<file path="config.mk">
export PLATFORM = sky130hd
export DESIGN_NAME = dff_bank_arbiter
export DESIGN_NICKNAME = d
export VERILOG_FILES = /design/src/rtl/dff_arb_pkg.sv /design/src/rtl/dff_reg.sv /design/src/rtl/dff_bank_arbiter.sv
export SDC_FILE = /design/constraint.sdc
export NUM_CORES = 1
export LEC_CHECK = 0
export ABC_AREA = 1
export BUFFER_PORTS_ARGS = -buffer_cell sky130_fd_sc_hd__clkbuf_2
export CAP_MARGIN = 10
export CORE_MARGIN = 10
export CORE_UTILIZATION = 48
export DETAILED_ROUTE_END_ITERATION = 10
export PLACE_DENSITY = 0.85
export SETUP_SLACK_MARGIN = 0.02
export SYNTH_ARGS = -nofsm -noshare
export SYNTH_HDL_FRONTEND = slang
export SYNTH_HIERARCHICAL = 1
export SYNTH_SLANG_ARGS = --single-unit
</file>
<file path="constraint.sdc">
create_clock -name clk -period 2.4 [get_ports clk]
set_input_delay 0.48 -clock clk [delete_from_list [all_inputs] [get_ports clk]]
set_output_delay 0.48 -clock clk [all_outputs]
set_load 0.01 [all_outputs]
</file>
<file path="src/rtl/dff_arb_pkg.sv">
// Shared types and defaults for the round-robin register write arbiter.
package dff_arb_pkg;

    localparam int unsigned DEF_N = 4;
    localparam int unsigned DEF_W = 8;

    localparam logic [1:0] ST_IDLE  = 2'd0;
    localparam logic [1:0] ST_GRANT = 2'd1;
    localparam logic [1:0] ST_ACK   = 2'd2;

    typedef enum logic [1:0] {
        IDLE  = ST_IDLE,
        GRANT = ST_GRANT,
        ACK   = ST_ACK
    } state_t;

    // Owner/pointer index width; a single requester still needs one bit.
    function automatic int unsigned owner_width(input int unsigned n);
        return (n > 1) ? $clog2(n) : 1;
    endfunction

endpackage

</file>
<file path="src/rtl/dff_reg.sv">
// W-bit enable D register with synchronous active-high reset.
module dff_reg #(
    parameter int unsigned      W         = 8,
    parameter logic [W-1:0]     RESET_VAL = '0
) (
    input  logic         clk,
    input  logic         reset,
    input  logic         en,
    input  logic [W-1:0] d,
    output logic [W-1:0] q
);

    always_ff @(posedge clk) begin
        if (reset) begin
            q <= RESET_VAL;
        end else if (en) begin
            q <= d;
        end
    end

endmodule

</file>
<file path="src/rtl/dff_bank_arbiter.sv">
// Round-robin arbiter and write sequencer for one shared enable-DFF register.
// Optional ownership lock (lock port, LOCK_MAX) is built when DFF_ARB_LOCK_EN is defined.
module dff_bank_arbiter
    import dff_arb_pkg::*;
#(
    parameter int unsigned  N         = DEF_N,
    parameter int unsigned  W         = DEF_W,
    parameter logic [W-1:0] RESET_VAL = '0
`ifdef DFF_ARB_LOCK_EN
    ,
    parameter int unsigned  LOCK_MAX  = 4
`endif
) (
    input  logic                         clk,
    input  logic                         reset,
    input  logic [N-1:0]                 req,
    input  logic [N*W-1:0]               wdata,
`ifdef DFF_ARB_LOCK_EN
    input  logic [N-1:0]                 lock,
`endif
    output logic [N-1:0]                 gnt,
    output logic [N-1:0]                 ack,
    output logic [W-1:0]                 q,
    output logic                         busy,
    output logic [owner_width(N)-1:0]    owner
);

    localparam int unsigned OW = owner_width(N);

    state_t        state;
    state_t        state_n;
    logic [OW-1:0] owner_n;
    logic [OW-1:0] ptr;
    logic [OW-1:0] ptr_n;
    logic [N-1:0]  gnt_n;
    logic [N-1:0]  ack_n;
    logic          busy_n;
    logic          en;
    logic [W-1:0]  d;

`ifdef DFF_ARB_LOCK_EN
    localparam int unsigned CW = $clog2(LOCK_MAX + 1);
    logic [CW-1:0] lock_cnt;
    logic [CW-1:0] lock_cnt_n;
`endif

    function automatic logic [OW-1:0] next_idx(input logic [OW-1:0] i);
        return (32'(i) == N - 1) ? '0 : OW'(32'(i) + 1);
    endfunction

    function automatic logic [N-1:0] onehot(input logic [OW-1:0] i);
        logic [N-1:0] v;
        v    = '0;
        v[i] = 1'b1;
        return v;
    endfunction

    // First set request scanning upward from p with wrap-around.
    function automatic logic [OW-1:0] rr_pick(input logic [N-1:0] r, input logic [OW-1:0] p);
        logic [OW-1:0] w;
        logic [OW-1:0] idx;
        logic          found;
        w     = '0;
        found = 1'b0;
        for (int unsigned i = 0; i < N; i++) begin
            idx = OW'((32'(p) + i) % N);
            if (!found && r[idx]) begin
                w     = idx;
                found = 1'b1;
            end
        end
        return w;
    endfunction

    // Write data slice of the current owner.
    always_comb begin
        d = '0;
        for (int unsigned i = 0; i < N; i++) begin
            if (OW'(i) == owner) begin
                d = wdata[i*W +: W];
            end
        end
    end

    always_comb begin
        state_n = state;
        owner_n = owner;
        ptr_n   = ptr;
        en      = 1'b0;
`ifdef DFF_ARB_LOCK_EN
        lock_cnt_n = lock_cnt;
`endif
        case (state)
            IDLE: begin
                if (|req) begin
                    state_n = GRANT;
                    owner_n = rr_pick(req, ptr);
                end
            end
            GRANT: begin
                if (req[owner]) begin
                    en      = 1'b1;
                    state_n = ACK;
                end else begin
                    state_n = IDLE;
                    ptr_n   = next_idx(owner);
                end
            end
            ACK: begin
`ifdef DFF_ARB_LOCK_EN
                if (lock[owner] && req[owner] && (lock_cnt < CW'(LOCK_MAX - 1))) begin
                    state_n    = GRANT;
                    lock_cnt_n = lock_cnt + CW'(1);
                end else begin
                    state_n = IDLE;
                    ptr_n   = next_idx(owner);
                end
`else
                state_n = IDLE;
                ptr_n   = next_idx(owner);
`endif
            end
            default: begin
                state_n = IDLE;
            end
        endcase
`ifdef DFF_ARB_LOCK_EN
        if (state_n == IDLE) begin
            lock_cnt_n = '0;
        end
`endif
        busy_n = (state_n != IDLE);
        gnt_n  = busy_n ? onehot(owner_n) : '0;
        ack_n  = (state_n == ACK) ? onehot(owner_n) : '0;
    end

    always_ff @(posedge clk) begin
        if (reset) begin
            state <= IDLE;
            owner <= '0;
            ptr   <= '0;
            gnt   <= '0;
            ack   <= '0;
            busy  <= 1'b0;
        end else begin
            state <= state_n;
            owner <= owner_n;
            ptr   <= ptr_n;
            gnt   <= gnt_n;
            ack   <= ack_n;
            busy  <= busy_n;
        end
    end

`ifdef DFF_ARB_LOCK_EN
    always_ff @(posedge clk) begin
        if (reset) begin
            lock_cnt <= '0;
        end else begin
            lock_cnt <= lock_cnt_n;
        end
    end
`endif

    dff_reg #(
        .W         (W),
        .RESET_VAL (RESET_VAL)
    ) u_reg (
        .clk   (clk),
        .reset (reset),
        .en    (en),
        .d     (d),
        .q     (q)
    );

endmodule

</file>
[Word-level counts from Yosys, hierarchy flattened]
Index checks and enable logic that the tools add are counted.
Storage, ports and cells
  register bits after elaboration: 23
  input port bits: 38
  logic and storage cells: 82
Operators by class
  $add $sub $neg: 4
  order comparisons: 7
  eq/ne operators: 8
  muxes and demuxes: 39
  bitwise operators: 2
  reduce and logical (&&, ||, !) cells: 15
Operator list (number)
  $mux 8: 4
  $mux 2: 10
  $lt 2x3->1 const B: 6
  $mux 1: 17
  $bmux 1 s2: 5
  $pmux 2 s2: 2
  $eq 2x2->1 const B: 3
  $add 2x1->2 const B: 2
  $add 2x2->2 const B: 2
  $eq 2x2->1 const A: 2
  $logic_and 1x1->1: 4
  $logic_not 2->1: 2
  $reduce_bool 2->1: 2
  $reduce_or 2->1: 2
  $reduce_or 4->1: 1
  $logic_not 1->1: 3
  $demux 1 s2: 1
  $eq 1x2->1 const A: 1
  $eq 2x1->1 const B: 1
  $ge 2x1->1 const B: 1
  $ne 2x2->1 const B: 1
  $not 1->1: 2
  $reduce_and 2->1: 1

[Longest topological paths before layout]
Gate-level depths: netlist (run 1).
  depth in word-level cells: 24
  depth in mapped cells: 14

[Cells and area by module]
The synthesis (run 1) kept the hierarchy.
By module, submodules not included
  dff_bank_arbiter: instances 1, cells each 199, area an instance 1136.1 um^2
  dff_reg: instances 1, cells each 51, area an instance 341.6 um^2

[Worst setup path after synthesis (run 1)]
OpenSTA, ideal clock, no wires.
  path kind: flip-flop to flip-flop
  from: reg owner[1]
  to: reg u_reg.q[5]
  data arrival time: 1.709 ns
  required time: 2.336 ns
  slack: 0.628 ns
  stages on the path, launching flop included: 11
  clock period less this slack: 1.772 ns
  path through: dfxtp_1 > inv_1 > ha_1 > clkbuf_1 > nor2_1 > a221oi_1 > o31ai_1 > inv_1 > nand2_1 > nand2_1 > nor2_1
Between the ends
  longest elaborated chain between the ends: 5
  elaborated cells between the ends (all ways): 12
RTL lines
  from (decl): RTL line dff_bank_arbiter.sv:25  | output logic [owner_width(N)-1:0] owner
  from (signal assigned): RTL line dff_bank_arbiter.sv:147  | owner <= owner_n;
  $logic_not 2->1: RTL line dff_bank_arbiter.sv:79  | if (OW'(i) == owner) begin
  $mux 8 (3 in series): RTL line dff_bank_arbiter.sv:79
  $mux 8 *: RTL line dff_bank_arbiter.sv:79
  named net d[5]: RTL line dff_bank_arbiter.sv:39  | logic [W-1:0] d;
  to (signal assigned): RTL line dff_reg.sv:15  | q <= RESET_VAL;
  to (signal assigned): RTL line dff_reg.sv:17  | q <= d;
  to (decl): RTL line dff_reg.sv:10  | output logic [W-1:0] q
The timed path passes the listed nets; every way through them passes the cells marked *. The select of a mux whose other input is x is not followed.
A chain may end at the register's enable or synchronous reset.

[Worst setup path in the final report (run 1)]
Ends and elaborated chain as after synthesis.

==> results_dict.tcl, run 1 <==
set metrics [dict create \
    hold_buffers 0 \
    portBuffers 56 \
    leakage_nw 1.04 \
    yosysMostFrequentCell "nand2_1" \
    postRouteAntennaNets 0 \
    ys_ff_latch 23 \
    grt_pass1_vias 1606 \
    irDropWorstVdd_v 0.000520 \
    crit_required_ps 2660 \
    setup_tns_ps 0 \
    routed_wl_mm 3.95 \
    start_kind "flip-flop" \
    yosysSeqAreaShare_pct 31.2 \
    avgSynthCellArea_um2 5.91 \
    numCtsBuffers 3 \
    crit_arrival_ps 2280 \
    crit_family "simple AND/OR/NAND/NOR gates" \
    tightestPinTransition_ps 509 \
    coreArea_mm2 0.00300 \
    num_rows 20 \
    min_path_type "in2reg" \
    nNetsFinal 350 \
    synthArstFlopShare_pct 0 \
    vias 1673 \
    place_area_mm2 0.00176 \
    fin_area_mm2 0.00179 \
    cts_buffer_depth 2 \
    cp_num_buf_inv 2 \
    yosys.area.top_type "dfxtp_1" \
    yosys-top-cells-area "dfxtp_1 31%, nand2_1 24%, nor2_1 11%" \
    dieArea_mm2 0.00570 \
    synth-edff-count 0 \
    period_minus_slack_ps 2020 \
    worstSetupEndpointType "flip-flop" \
    syn-cell-area_mm2 0.00148 \
    ys.flop_type "dfxtp_1" \
    p_total_mw 1.49 \
    htree_levels 1 \
    drive_above_1_share_pct 23.6 \
    status "finished, final reports clean" \
    clock_insertion_delay_worst_skew_ps 310 \
    postCtsSetupRepairBufs 0 \
    fin_util_pct 59.6 \
    cpPeakStageDelay_ps 450 \
    drt_pass1_iterations 4 \
    cts_tree "yes" \
    io_pins 57 \
    grt_pass1_wl_mm 6.63 \
    grt_max_degree 17 \
    grt_setup_unrepaired "false" \
    drt_iter0_drc 109 \
    finalHoldViolCount 0 \
    initial_core_util_pct 49.2 \
    p_per_area_mw_per_mm2 833 \
    synth.top_cells.by_count "93 x nand2_1, 42 x nor2_1, 29 x inv_1" \
    syn2layout_area_growth_pct 21.1 \
    hold_ws_ps 420 \
    diodes 0 \
    dp_hpwl_mm 3.25 \
    cts-root-buf "clkbuf_4" \
    slowest_stage "nor2_1" \
    cp_cell_sequence "inv_1, ha_1, nor2_1, a221oi_1, o31ai_1, inv_1, nand2_1, nand2_1, nor2_1" \
    cts.sinks 23 \
    finClkSkew_ps 1.13 \
    wl_per_cell_um 11.7 \
    max_freq_ghz 0.495 \
    drv_cap 0 \
    crit_fanout 9 \
    clk_pin_slew_ps 120 \
    netlist.area_leader.share_pct 31.2 \
    yosysWarnings 6 \
    n_fill_cell 317 \
    cts_resized 0 \
    viasPerCell 4.95 \
    die_height_um 75.5 \
    synth_cell_types 20 \
    place.gp.congestion 0.871 \
    slew_headroom_pct 65.9 \
    path_class "reg2reg" \
    setup_violations 0 \
    syn-num-nets 294 \
    grt_overflow 0 \
    die_w_um 75.5 \
    netlist_instances 250 \
    slew_viol_final 0 \
    antenna_found_initial 0 \
    track_usage_pct 14.2 \
    fin_crit_sh_pct 84.2 \
    drc 0 \
]
[per-layer routing]
metal	share of wire, %	GRT usage, %	vias up
met3	12	4.69	2
met1	42	16.2	717
met4	0.20	2.47	0
met5	0	0	-
met2	46	25.2	75
li1	-	-	879
[final timing paths]
kind,start,cells after the start,endpoint,slack (ps)
max,owner[1]$_SDFF_PP0_,9,u_reg/q[5]$_SDFFE_PP0P_,380
min,reset,2,owner[0]$_SDFF_PP0_,420
max reg2reg,owner[1]$_SDFF_PP0_,9,u_reg/q[5]$_SDFFE_PP0P_,380
min reg2reg,u_reg/q[3]$_SDFFE_PP0P_,2,u_reg/q[3]$_SDFFE_PP0P_,480
[report_power, final]
group | switching (mW) | internal (mW)
sequential | 0.0514 | 0.451
combinational | 0.516 | 0.296
clock | 0.114 | 0.0622
total | 0.681 | 0.809
[registers in the layout, indices dropped and copies added (netlist names)]
| register | cells |
|---|---|
| busy | 1 |
| u_reg/q | 8 |
| state | 2 |
| owner | 2 |
| ack | 4 |
| ptr | 2 |
| gnt | 4 |
[through the flow]
| stage | setup WS [ps] | std cells |
|---|---|---|
| finish | 380 | 338 |
| global route | 90.2 | 338 |
| CTS | 429 | 338 |
| detailed placement | 472 | 334 |
| global placement | 602 | 334 |
| floorplan | 628 | 250 |
[cell families (layout without fill, tap and decap cells)]
logic type	Yosys count	count (layout)	share of synthesized area, %
and+or+nand+nor	154	154	41.6
buffers and inverters	37	92	10.9
AOI/OAI and AO/OA	30	30	11.3
adders and majority gates	6	6	5.08
DFF	23	23	31.2
[worst reg2reg max path, delay by kind of cell (launching register included)]
kind                     cells  cell delay (ps)
AND/OR/NAND/NOR              4              640
AO/OA/AOI/OAI                2              410
adder cells (fa/ha/maj)      1              310
flip-flops                   1              420
buffers and inverters        2              190
[layout make-up]
| cell class | instances | area, um^2 | share of cell area, % |
|---|---|---|---|
| Tap cell | 33 | 41.3 | 2.31 |
| Inverter | 31 | 116 | 6.50 |
| Clock buffer | 3 | 22.5 | 1.26 |
| Sequential cell | 23 | 460 | 25.7 |
| Multi-Input combinational cell | 190 | 856 | 47.8 |
| Timing Repair Buffer | 57 | 288 | 16.1 |
| Clock inverter | 1 | 5.00 | 0.280 |
[cells in the final DEF (no fill, tap or decap), types with 4 or more instances in the layout]
cell type / netlist / layout
nand3_1: 9 / 9
nand2_2: 6 / 6
inv_1: 29 / 29
clkbuf_2: 0 / 56
o21ai_0: 4 / 4
nand2_1: 93 / 93
dfxtp_1: 23 / 23
a21oi_1: 20 / 20
nor2_1: 42 / 42
ha_1: 6 / 6
Note: power is estimated with default switching activity, not from simulation.
==> run 2: changes to the inputs <==
Clock period 2.4 ns to 2 ns, I/O delays scaled along.
==> run 2 against run 1 <==
Compared with the run above:
- first-iteration DRC count is 13% lower
- non-clock buffer count is 1 higher
- design area is 0.63% higher
- wire length is 2.3% lower
- worst setup slack worse by 100 ps
- die area stayed put
- utilization is 0.38 points higher
- combinational power is 22% higher
- final cell count is 0.30% higher
- sequential share of layout area is 0.091 points lower
- critical endpoint unchanged
==> results_dict.tcl, run 2 (synthesis gave the netlist of run 1 again) <==
set metrics [dict create \
    status "finished, final reports clean" \
    p_switching_uw 820 \
    period_minus_slack_ps 1720 \
    leakage_nw 1.04 \
    largestRegisters "u_reg/q x8, ack x4, gnt x4" \
    place.gp.congestion 0.829 \
    crit_fanout 9 \
    irDropWorstVdd_v 0.000557 \
    p_total_mw 1.81 \
    pwr-share-comb_pct 54.9 \
    worstSetupEndpointType "flip-flop" \
    max_freq_ghz 0.581 \
    clkPwrFrac_pct 12.1 \
    cts-root-buf "clkbuf_4" \
    hold_buffers 0 \
    hold_start "reset" \
    antenna_found_initial 0 \
    p_per_area_mw_per_mm2 1010 \
    slew_viol_final 0 \
    wl_per_cell_um 11.4 \
    seqPwrFrac_pct 33.0 \
    tightestPinTransition_ps 436 \
    grt_pass1_wl_mm 6.30 \
    min_path_type "in2reg" \
    fin_crit_sh_pct 86.1 \
    cts_buffer_depth 2 \
    setup_tns_ps 0 \
    finClkSkew_ps 9.98 \
    cp_cell_sequence "inv_1, ha_1, nor2_1, buf_4, a221oi_1, o31ai_1, inv_1, nand2_1, nand2_1, nor2_1" \
    layout_common_cells "93 x nand2_1, 56 x clkbuf_2, 42 x nor2_1" \
    drt_iter0_drc 95 \
    drive_above_1_share_pct 24.2 \
    grt_overflow 0 \
    cts_resized 0 \
    layout_commonest_cell "nand2_1" \
    viasPerCell 4.89 \
    rrSetupSlack_ps 280 \
    min_to "owner[0]$_SDFF_PP0_" \
    clock_insertion_delay_worst_skew_ps 320 \
    clk_pin_slew_ps 130 \
    syn2layout_area_growth_pct 21.8 \
    setup_violations 0 \
    crit_required_ps 2220 \
    numCtsBuffers 3 \
    diodes 0 \
    cpPeakStageDelay_ps 370 \
    track_usage_pct 13.6 \
    reg2regPathDepth 10 \
    grt_setup_unrepaired "false" \
    cp_num_buf_inv 3 \
    slew_headroom_pct 70.9 \
    io_pins 57 \
    p_int_uw 990 \
    cts.sinks 23 \
    dp_hpwl_mm 3.25 \
    postRouteAntennaNets 0 \
    coreArea_mm2 0.00300 \
    grt_pass1_vias 1554 \
    nNetsFinal 351 \
    hold_path_depth 2 \
    portBuffers 56 \
    routed_wl_mm 3.86 \
    n_fill_cell 327 \
    finalHoldViolCount 0 \
    drv_cap 0 \
    crit_arrival_ps 1940 \
    dieArea_mm2 0.00570 \
    start_kind "flip-flop" \
    num_rows 20 \
    vias 1657 \
    drc 0 \
    hold_ws_ps 327 \
    r2r-start "owner[1]$_SDFF_PP0_" \
    slowest_stage "dfxtp_1" \
    regMostFlops "u_reg/q" \
    grt_max_degree 17 \
    crit_family "flip-flops" \
    die_w_um 75.5 \
    die_height_um 75.5 \
    drt_pass1_iterations 4 \
    path_class "reg2reg" \
    largest_reg_flops 8 \
    cts_tree "yes" \
    postCtsSetupRepairBufs 0 \
    initial_core_util_pct 49.2 \
    htree_levels 1 \
    r2r-end "u_reg/q[5]$_SDFFE_PP0P_" \
    switching_share_pct 45.3 \
]
run 2: cell types whose count changed in the layout (fill, tap and decap cells not counted), sizes merged:
cell,previous run,this run
clkinvlp,0,1
clkinv,1,0
buf,1,2
run 2: worst max-delay path by stage:
stage | startpoint | to | cells past startpoint
finish | owner[1]$_SDFF_PP0_ | u_reg/q[5]$_SDFFE_PP0P_ | 10
global route | owner[1]$_SDFF_PP0_ | u_reg/q[7]$_SDFFE_PP0P_ | 12
CTS | owner[0]$_SDFF_PP0_ | u_reg/q[5]$_SDFFE_PP0P_ | 9
detailed placement | owner[0]$_SDFF_PP0_ | u_reg/q[5]$_SDFFE_PP0P_ | 9
global placement | owner[0]$_SDFF_PP0_ | u_reg/q[5]$_SDFFE_PP0P_ | 9
floorplan | owner[1]$_SDFF_PP0_ | u_reg/q[5]$_SDFFE_PP0P_ | 10
run 2: power groups by stage:
| stage | Clock (mW) | Sequential (mW) | Combinational (mW) |
|---|---|---|---|
| global route | 0.250 | 0.611 | 1.15 |
| detailed placement | 0 | 0.608 | 1.00 |
| finish | 0.219 | 0.597 | 0.993 |
| global placement | 0 | 0.603 | 0.983 |
| CTS | 0.232 | 0.597 | 1.00 |
| floorplan | 0 | 0.634 | 0.706 |
run 2: final cells by class:
type                       count  area [um^2]  share of cell area (%)
clock buffer                   3         22.5                    1.25
clock inverter                 1         7.51                   0.417
tap                           33         41.3                    2.29
multi-input combinational    190          856                    47.5
sequential                    23          462                    25.6
timing repair buffer          58          295                    16.4
inverter                      31          116                    6.46
run 2: per-stage QoR:
step,worst slack (ps),util [%],instance area [um^2],cells
global route,52.2,60.0,1800,339
floorplan,228,-,1480,250
CTS,223,59.9,1800,339
detailed placement,258,58.9,1770,335
finish,278,60.0,1800,339
global placement,295,58.9,1770,335
run 2: per-layer routing:
metal | routed length [um] | part of all wire [%] | global-route usage (%) | up-vias
met2 | 1770 | 46 | 24.6 | 46
met4 | 29 | 0.75 | 2.68 | 0
met1 | 1690 | 44 | 15.2 | 728
met5 | 0 | 0 | 0 | -
met3 | 366 | 9.5 | 4.56 | 4
li1 | - | - | - | 879
run 2: worst reg2reg max path, delay by kind of cell (launching register included):
kind            cells  cell delay (ps)
compound gates      2              350
flops               1              370
buf+inv             3              360
fa+ha+maj           1              320
simple gates        4              230
